==> src/rtl/vector_alu_pkg.sv <==
// Shared types for the streaming vector ALU: op table, latched command and FSM states.
package vector_alu_pkg;

  localparam int SCALAR_W = 32;

  typedef enum logic [2:0] {
    OP_ADD = 3'b000,
    OP_SUB = 3'b001,
    OP_MUL = 3'b010,
    OP_CMP = 3'b011,
    OP_AND = 3'b100,
    OP_OR  = 3'b101,
    OP_XOR = 3'b110,
    OP_NOT = 3'b111
  } alu_op_e;

  // scalar is held wide so the type stays independent of the element width
  typedef struct packed {
    alu_op_e               op;
    logic [SCALAR_W-1:0]   scalar;
    logic                  scalar_sel;
    logic                  is_signed;
    logic                  sat;
  } alu_cmd_t;

  typedef enum logic {
    ST_IDLE   = 1'b0,
    ST_ACTIVE = 1'b1
  } fsm_state_e;

endpackage

==> src/rtl/vector_lane_op.sv <==
// Combinational single-lane datapath: wrap/saturate arithmetic, compare and logic ops.
module vector_lane_op
  import vector_alu_pkg::*;
#(
  parameter int BITS       = 8,
  parameter int MULT_SHIFT = 0
) (
  input  logic [BITS-1:0] a,
  input  logic [BITS-1:0] b,
  input  alu_cmd_t        cmd,
  output logic [BITS-1:0] res,
  output logic            ovf
);

  localparam logic [BITS-1:0] UMAX = '1;
  localparam logic [BITS-1:0] UMIN = '0;
  localparam logic [BITS-1:0] SMAX = {1'b0, {(BITS-1){1'b1}}};
  localparam logic [BITS-1:0] SMIN = {1'b1, {(BITS-1){1'b0}}};
  localparam logic [BITS-1:0] ONE  = {{(BITS-1){1'b0}}, 1'b1};

  logic [BITS:0]          ax, bx, r;
  logic [2*BITS-1:0]      am, bm, prod, sh;
  logic signed [2*BITS-1:0] sh_s;
  logic                   fits_u, fits_s, lt, gt;
  logic                   cmd_unused;

  assign cmd_unused = ^{cmd.scalar, cmd.scalar_sel};

  always_comb begin
    ax   = cmd.is_signed ? {a[BITS-1], a} : {1'b0, a};
    bx   = cmd.is_signed ? {b[BITS-1], b} : {1'b0, b};
    am   = cmd.is_signed ? {{BITS{a[BITS-1]}}, a} : {{BITS{1'b0}}, a};
    bm   = cmd.is_signed ? {{BITS{b[BITS-1]}}, b} : {{BITS{1'b0}}, b};
    // low 2*BITS of the extended product is exact for both signednesses
    prod = am * bm;
    sh_s = $signed(prod) >>> MULT_SHIFT;
    sh   = cmd.is_signed ? sh_s : (prod >> MULT_SHIFT);
    fits_u = ~|sh[2*BITS-1:BITS];
    fits_s = (&sh[2*BITS-1:BITS-1]) | (~|sh[2*BITS-1:BITS-1]);
    lt   = cmd.is_signed ? ($signed(a) < $signed(b)) : (a < b);
    gt   = cmd.is_signed ? ($signed(a) > $signed(b)) : (a > b);
    r    = '0;
    res  = '0;
    ovf  = 1'b0;
    case (cmd.op)
      OP_ADD, OP_SUB: begin
        r   = (cmd.op == OP_ADD) ? (ax + bx) : (ax - bx);
        ovf = cmd.is_signed ? (r[BITS] ^ r[BITS-1]) : r[BITS];
        res = r[BITS-1:0];
        if (ovf && cmd.sat)
          res = cmd.is_signed ? (r[BITS] ? SMIN : SMAX)
                              : ((cmd.op == OP_ADD) ? UMAX : UMIN);
      end
      OP_MUL: begin
        ovf = cmd.is_signed ? ~fits_s : ~fits_u;
        res = sh[BITS-1:0];
        if (ovf && cmd.sat)
          res = cmd.is_signed ? (sh[2*BITS-1] ? SMIN : SMAX) : UMAX;
      end
      OP_CMP:  res = gt ? ONE : (lt ? UMAX : '0);
      OP_AND:  res = a & b;
      OP_OR:   res = a | b;
      OP_XOR:  res = a ^ b;
      OP_NOT:  res = ~a;
      default: res = '0;
    endcase
  end

endmodule

==> src/rtl/vector_stream_alu.sv <==
// Streams multi-beat operand packets through a two-stage lane ALU under one latched command.
module vector_stream_alu
  import vector_alu_pkg::*;
#(
  parameter int BITS       = 8,
  parameter int LANES      = 8,
  parameter int MULT_SHIFT = 0
) (
  input  logic                        clk,
  input  logic                        rst_n,
  input  logic                        cmd_valid,
  output logic                        cmd_ready,
  input  logic [2:0]                  cmd_op,
  input  logic [BITS-1:0]             cmd_scalar,
  input  logic                        cmd_scalar_sel,
  input  logic                        cmd_signed,
  input  logic                        cmd_sat,
  input  logic                        in_valid,
  output logic                        in_ready,
  input  logic [LANES-1:0][BITS-1:0]  in_a,
  input  logic [LANES-1:0][BITS-1:0]  in_b,
  input  logic [LANES-1:0]            in_mask,
  input  logic                        in_last,
  output logic                        out_valid,
  input  logic                        out_ready,
  output logic [LANES-1:0][BITS-1:0]  out_s,
  output logic                        out_last,
  output logic                        out_ovf,
  output logic                        busy
);

  localparam int STAGES = 2;

  fsm_state_e                 state;
  alu_cmd_t                   cmd_q, s1_cmd;
  logic [STAGES:1]            vld_pipe;
  logic [LANES-1:0][BITS-1:0] s1_a, s1_b, lane_res, lane_s;
  logic [LANES-1:0]           s1_mask, lane_ovf;
  logic                       s1_last, sticky, beat_ovf;
  logic                       stall, in_fire, cmd_fire, s1_en;
  logic                       scalar_unused;

  assign scalar_unused = ^cmd_q.scalar;

  assign out_valid = vld_pipe[2];
  assign stall     = vld_pipe[2] & ~out_ready;
  assign in_ready  = (state == ST_ACTIVE) & ~(vld_pipe[1] & stall);
  assign in_fire   = in_valid & in_ready;
  assign cmd_fire  = cmd_valid & cmd_ready;
  assign busy      = (state != ST_IDLE) | (|vld_pipe);
  // S1 may refill into a bubble even while the output is stalled
  assign s1_en     = ~vld_pipe[1] | ~stall;

  always_ff @(posedge clk or negedge rst_n) begin
    if (!rst_n) begin
      state     <= ST_IDLE;
      cmd_q     <= '0;
      cmd_ready <= 1'b0;
    end else begin
      case (state)
        ST_IDLE: begin
          cmd_ready <= 1'b1;
          if (cmd_fire) begin
            cmd_q     <= '{op: alu_op_e'(cmd_op), scalar: SCALAR_W'(cmd_scalar),
                           scalar_sel: cmd_scalar_sel, is_signed: cmd_signed, sat: cmd_sat};
            state     <= ST_ACTIVE;
            cmd_ready <= 1'b0;
          end
        end
        ST_ACTIVE: begin
          if (in_fire && in_last) begin
            state     <= ST_IDLE;
            cmd_ready <= 1'b1;
          end
        end
        default: state <= ST_IDLE;
      endcase
    end
  end

  for (genvar g = 0; g < LANES; g++) begin : g_lane
    vector_lane_op #(.BITS(BITS), .MULT_SHIFT(MULT_SHIFT)) u_lane (
      .a   (s1_a[g]),
      .b   (s1_b[g]),
      .cmd (s1_cmd),
      .res (lane_res[g]),
      .ovf (lane_ovf[g])
    );
    assign lane_s[g] = s1_mask[g] ? lane_res[g] : s1_a[g];
  end

  assign beat_ovf = |(lane_ovf & s1_mask);

  always_ff @(posedge clk or negedge rst_n) begin
    if (!rst_n) begin
      vld_pipe <= '0;
      s1_a     <= '0;
      s1_b     <= '0;
      s1_mask  <= '0;
      s1_last  <= 1'b0;
      s1_cmd   <= '0;
      out_s    <= '0;
      out_last <= 1'b0;
      out_ovf  <= 1'b0;
      sticky   <= 1'b0;
    end else begin
      if (s1_en) begin
        vld_pipe[1] <= in_fire;
        if (in_fire) begin
          // each beat carries its command so a new one can be latched while this drains
          s1_a    <= in_a;
          s1_b    <= cmd_q.scalar_sel ? {LANES{cmd_q.scalar[BITS-1:0]}} : in_b;
          s1_mask <= in_mask;
          s1_last <= in_last;
          s1_cmd  <= cmd_q;
        end
      end
      if (!stall) begin
        vld_pipe[2] <= vld_pipe[1];
        out_last    <= vld_pipe[1] & s1_last;
        out_ovf     <= vld_pipe[1] & s1_last & (sticky | beat_ovf);
        if (vld_pipe[1]) begin
          out_s  <= lane_s;
          sticky <= s1_last ? 1'b0 : (sticky | beat_ovf);
        end
      end
    end
  end

endmodule

==> config.mk <==
export PLATFORM = sky130hd
export DESIGN_NAME = vector_stream_alu
export DESIGN_NICKNAME = d
export VERILOG_FILES = /design/src/rtl/vector_alu_pkg.sv /design/src/rtl/vector_lane_op.sv /design/src/rtl/vector_stream_alu.sv
export SDC_FILE = /design/constraint.sdc
export NUM_CORES = 2
export LEC_CHECK = 0
export ABC_AREA = 0
export BUFFER_PORTS_ARGS = -buffer_cell sky130_fd_sc_hd__buf_2
export CORE_MARGIN = 2
export CORE_UTILIZATION = 50
export CTS_BUF_LIST = sky130_fd_sc_hd__clkbuf_8
export DETAILED_ROUTE_END_ITERATION = 8
export HOLD_SLACK_MARGIN = 0.02
export PLACE_DENSITY_LB_ADDON = 0.1
export SETUP_SLACK_MARGIN = 0.4
export SYNTH_ARGS = -nofsm -noshare
export SYNTH_HDL_FRONTEND = slang
export SYNTH_HIERARCHICAL = 1
export SYNTH_SLANG_ARGS = --single-unit
==> constraint.sdc <==
create_clock -name clk -period 8.53 [get_ports clk]
set_input_delay 1.2795 -clock clk [delete_from_list [all_inputs] [get_ports clk]]
set_output_delay 1.2795 -clock clk [all_outputs]
set_load 0.005 [all_outputs]
### After elaboration in Yosys (flattened, before gate mapping)

Index checks and enable logic that the tools add are counted.
Widths: inputs -> output; s select.

| operators by class | value |
|---|---|
| add/subtract/negate cells | 16 |
| magnitude comparators | 32 |
| $mul | 8 |
| reductions and logical operators | 56 |
| bitwise logic cells | 72 |
| eq/ne operators | 8 |
| mux-type cells | 169 |

Operators with widths:

| operator | count |
|---|---|
| $mux 8 | 73 |
| $pmux 8 s7 | 8 |
| $mux 16 | 16 |
| $mux 9 | 24 |
| $gt 8x8->1 | 16 |
| $lt 8x8->1 | 16 |
| $mul 16x16->16 | 8 |
| $add 9x9->9 | 8 |
| $and 8x8->8 | 9 |
| $reduce_and 9->1 | 8 |
| $reduce_or 8->1 | 9 |
| $reduce_or 9->1 | 8 |
| $sub 9x9->9 | 8 |
| $mux 64 | 1 |
| $not 8->8 | 8 |
| $or 8x8->8 | 8 |
| $xor 8x8->8 | 8 |
| $mux 1 | 37 |
| $pmux 1 s2 | 10 |
| $logic_and 1x1->1 | 17 |
| $not 1->1 | 13 |
| $eq 3x3->1 const B | 4 |
| $or 1x1->1 | 11 |
| $logic_not 1->1 | 8 |
| other kinds (8) | 25 |

| storage, ports and cells | value |
|---|---|
| input bits | 156 |
| register bits after elaboration | 227 |
| word-level logic and storage cells | 402 |
| output and inout port bits | 70 |

### Longest topological paths before layout

| depth | value |
|---|---|
| depth after elaboration | 12 |
| gate-level depth with buffers | 28 |

### Cells and area by module

Netlist, hierarchy kept.

By module, submodules not included:

| module | sequential area each (µm²) | times used | cells an instance | area each (µm²) |
|---|---|---|---|---|
| vector_stream_alu | 5,905.7 | 1 | 819 | 10,593.9 |
| vector_lane_op (g_lane[1].u_lane ...) | 0.0 | 2 | 581 | 4,999.8 |
| vector_lane_op (g_lane[6].u_lane) | 0.0 | 1 | 598 | 5,181.2 |
| vector_lane_op (g_lane[4].u_lane) | 0.0 | 1 | 612 | 5,123.7 |
| vector_lane_op (g_lane[0].u_lane) | 0.0 | 1 | 595 | 5,121.2 |
| vector_lane_op (g_lane[5].u_lane) | 0.0 | 1 | 583 | 5,022.3 |
| vector_lane_op (g_lane[7].u_lane) | 0.0 | 1 | 584 | 5,011.1 |
| vector_lane_op (g_lane[3].u_lane) | 0.0 | 1 | 563 | 4,946.0 |

### Least setup slack after synthesis

Ideal clock, no wire load.

| path | value |
|---|---|
| path kind | flip-flop to flip-flop |
| start | reg s1_cmd[1] (netlist name) |
| end | reg sticky |
| stages on the path, launching flop included | 23 |
| data required time | 8,407 ps |
| path slack | 906 ps |
| arrival | 7,501 ps |
| buffers on the path | 2 |
| library setup time | 123 ps |
| cell sequence | dfrtp_1 > buf_2 > inv_1 > clkbuf_1 > nor3_1 > fa_1 > fa_1 > fa_1 > fa_1 > fa_1 > fa_1 > ha_1 > or3_1 > nor3_1 > nor3b_2 > or4_4 > nor4b_4 > nand2_2 > nand3_1 > o31ai_1 > a22o_1 > or4b_1 > o221a_2 |

| between the ends | value |
|---|---|
| cells in the longest elaborated chain, start to end | 12 |
| elaborated cells on any way between the ends | 148 |
| those cells by class | 16 x add/sub; 8 x mul; 65 x mux; 26 x bitwise; 33 x reduce/logical |

Ends and longest elaborated chain:

| item | line | text |
|---|---|---|
| start, declared | vector_stream_alu.sv:35 | `alu_cmd_t cmd_q, s1_cmd;` |
| start signal, assigned | vector_stream_alu.sv:115 | `s1_cmd <= cmd_q;` |
| $mux 16 (on tied branches) | vector_lane_op.sv:32, vector_lane_op.sv:33 |  |
| $mul 16x16->16 | vector_lane_op.sv:35 | `prod = am * bm;` |
| $reduce_or 9->1 | vector_lane_op.sv:39 | `fits_s = (&sh[2*BITS-1:BITS-1]) \| (~\|sh[2*BITS-1:BITS-1]);` |
| $logic_not 1->1 | vector_lane_op.sv:39 |  |
| $or 1x1->1 | vector_lane_op.sv:39 |  |
| $not 1->1 | vector_lane_op.sv:55 | `ovf = cmd.is_signed ? ~fits_s : ~fits_u;` |
| $mux 1 | vector_lane_op.sv:55 |  |
| $pmux 1 s2 * | vector_lane_op.sv:45 | `case (cmd.op)` |
| net lane_ovf[3] | vector_stream_alu.sv:38 | `logic [LANES-1:0] s1_mask, lane_ovf;` |
| $and 8x8->8 * | vector_stream_alu.sv:92 | `assign beat_ovf = \|(lane_ovf & s1_mask);` |
| $reduce_or 8->1 * | vector_stream_alu.sv:92 |  |
| $or 1x1->1 * | vector_stream_alu.sv:124 | `sticky <= s1_last ? 1'b0 : (sticky \| beat_ovf);` |
| $mux 1 * | vector_stream_alu.sv:124 |  |
| end signal, assigned | vector_stream_alu.sv:124 |  |
| end, declared | vector_stream_alu.sv:39 | `logic s1_last, sticky, beat_ovf;` |

The timed path passes the listed nets; every way through them passes the cells marked *.
A chain may end at the register's enable or synchronous reset.

### Final worst setup path

Ends and elaborated chain as after synthesis.

==> results.md <==
* Vias/cell at between 5 and 6
* I/O pins at 226
* Mapped Avg Cell Area at between 9 and 10 sq um
* Worst skew pair latency at 0.74 ns
* DP HPWL at around 120 mm
* Std cell rows at around 120
* Worst setup path endpoint: sticky
* Critical path arrival at about 8.4 ns
* Minimum clock period at roughly 8 ns
* Mapped Area at 50700 sq um
* DRT iter0 DRCs at between 2000 and 3000
* Routed Antenna Nets at 0
* Placed Area at ~53000 sq um
* Final std cell area, no fill at approximately 54000 sq um
* Max-cap viol count at 0
* Max-slew violations at 0
* RSZ-0062 raised after global routing: no
* Fin crit share at 0.914
* Clk slew on worst S/H paths at roughly 0.060 ns
* R2R cell count at 20
* Number of nets in the layout at just over 7000
* Synth Net Count at between 6000 and 7000
* Fmax at around 130 MHz
* I/O Buffers at ~230
* Critical path origin: s1_cmd[1]
* Cells after Synth at ~5500
* Vias at ~41000
* DIE AREA at 104000 sq um
* Worst slew pin tran at about 1.3 ns
* Yosys Warn Count at 6
* Die span in x at between 300 and 400 um
* Largest net degree at the start of global routing at about 150
* First-pass GRT wire length at approximately 240 mm
* Fraction of layout cells with a size suffix above 1 at 0.128
* Clock buffer depth at 3
* Final hold vios at 0
* Detailed Routing Iterations Pass 1 at 6
* Clock sink total at ~230
* GP Congestion at between 0.9 and 1
* Overflow after GRT at 0
* Layout Utilization at 0.542
* CTS buffer count at 50
* Setup crit start kind: register
* Starting Density at 0.505
* Run status: finished clean
* # H-tree levels at 2
* Drt wl/cell at ~22 um
* Initial antenna violation count at 9
* Total wire length at between 150 and 200 mm
* Worst r2r src: s1_cmd[1]
* Post-route setup slack at approximately 0.73 ns
* TritonCTS clock tree: yes
* Max FO, Critical Path at 13
* Worst min path class: reg -> reg
* Core Area at between 100000 and 150000 sq um
* Worst slack, placed at around 0.62 ns
* RR Endpoint: sticky
* Setup TNS at 0 ns
* CP endpoint kind: register
* CTS Hold Bufs at 0
* Worst reg2reg setup slack at 0.73 ns
* Max transition margin at 0.122
* Clock Skew at around 0.058 ns
* Setup violators final at 0
* Chip height at about 320 um
* CP required at 9.15 ns
* DRC at 0
* Area added between synthesis and finish at 7.32%
* Root Driver: clkbuf_8
* Vias in the first global route at 41740
* Path type of the worst setup path: reg -> reg
* Total GRT Usage at 0.298
layout by cell type, fill, tap and decap left out, types with 58 or more instances in the layout:
| cell | n |
|---|---|
| buf_4 | 64 |
| xor2_1 | 58 |
| fa_1 | 608 |
| ha_1 | 664 |
| mux2i_1 | 85 |
| clkinv_1 | 60 |
| dfrtp_1 | 220 |
| xnor2_1 | 247 |
| inv_1 | 959 |
| nand3_1 | 73 |
| buf_2 | 224 |
| clkbuf_8 | 58 |
| a21oi_1 | 263 |
| nand2_1 | 275 |
| nor3_1 | 80 |
| nor2_1 | 521 |
| o21ai_0 | 177 |
| mux2_4 | 111 |
layer usage:
metal / part of all wire / wire length, um / vias up / global-route usage
met3: 0.080 / 12200 / 227 / 0.0554
met2: 0.45 / 68500 / 1467 / 0.470
li1: - / - / 18785 / -
met4: 0.032 / 4840 / 8 / 0.0898
met5: 0.00033 / 51 / - / 0
met1: 0.44 / 66800 / 20148 / 0.414
flip-flops by register name, summed over array words and instances (netlist names):
| register | count |
|---|---|
| out_s | 64 |
| s1_a | 64 |
| s1_b | 64 |
| cmd_q | 14 |
| s1_mask | 8 |
| s1_cmd | 5 |
| vld_pipe | 2 |
| cmd_ready | 1 |
| out_last | 1 |
| out_ovf | 1 |
| s1_last | 1 |
| state | 1 |
| sticky | 1 |
worst max-delay path: stages, from the launching register on:
cell and delay [ns]:
dfrtp_4 0.61, inv_1 0.47, nor3_1 0.14, fa_1 0.66
fa_1 0.46, fa_1 0.56, fa_1 0.45, fa_1 0.55
fa_1 0.42, ha_1 0.36, or3_1 0.32, nor3_1 0.20
nor3b_2 0.09, or4_4 0.53, nor4b_4 0.35, nand2_2 0.13
nand3_1 0.13, o31ai_1 0.09, a22o_1 0.39, or4b_1 0.53
o221a_2 0.24
per-stage QoR:
| stage | cells | hold slack (ns) |
|---|---|---|
| finish | 7085 | 0.504 |
| global route | 7083 | 0.522 |
| CTS | 7082 | 0.505 |
| detailed placement | 6992 | 0.494 |
| global placement | 6992 | 0.487 |
| floorplan | 5497 | 0.475 |
worst min-delay path by stage:
stage	from	slack, ns	cells past startpoint	end
final	cmd_q[10]	0.50	1	cmd_q[10]
after global placement	cmd_q[8]	0.49	1	cmd_q[8]
after detailed placement	cmd_q[10]	0.49	1	cmd_q[10]
after global routing	cmd_q[10]	0.52	1	cmd_q[10]
after floorplan	cmd_q[0]	0.47	1	s1_cmd[0]
after CTS	cmd_q[10]	0.51	1	cmd_q[10]
cell type report:
cell class / instances / area [sq um]
fill: 9384 / 45900
multi-input combinational: 4100 / 40400
sequential: 227 / 5700
inverter: 1016 / 3810
tap: 1357 / 1700
timing repair buffer: 292 / 1680
clock buffer: 58 / 798
clock inverter: 32 / 310
antenna: 3 / 7.51
timing repair:
| item | in CTS | in global routing |
|---|---|---|
| resized for setup | 0 | 3 |
| buffers inserted | 0 | 0 |
| endpoints found under the setup margin | 0 | 4 |
Power is not shown: default switching activity piles up to over one toggle a cycle in this logic, so the estimate is an artifact.
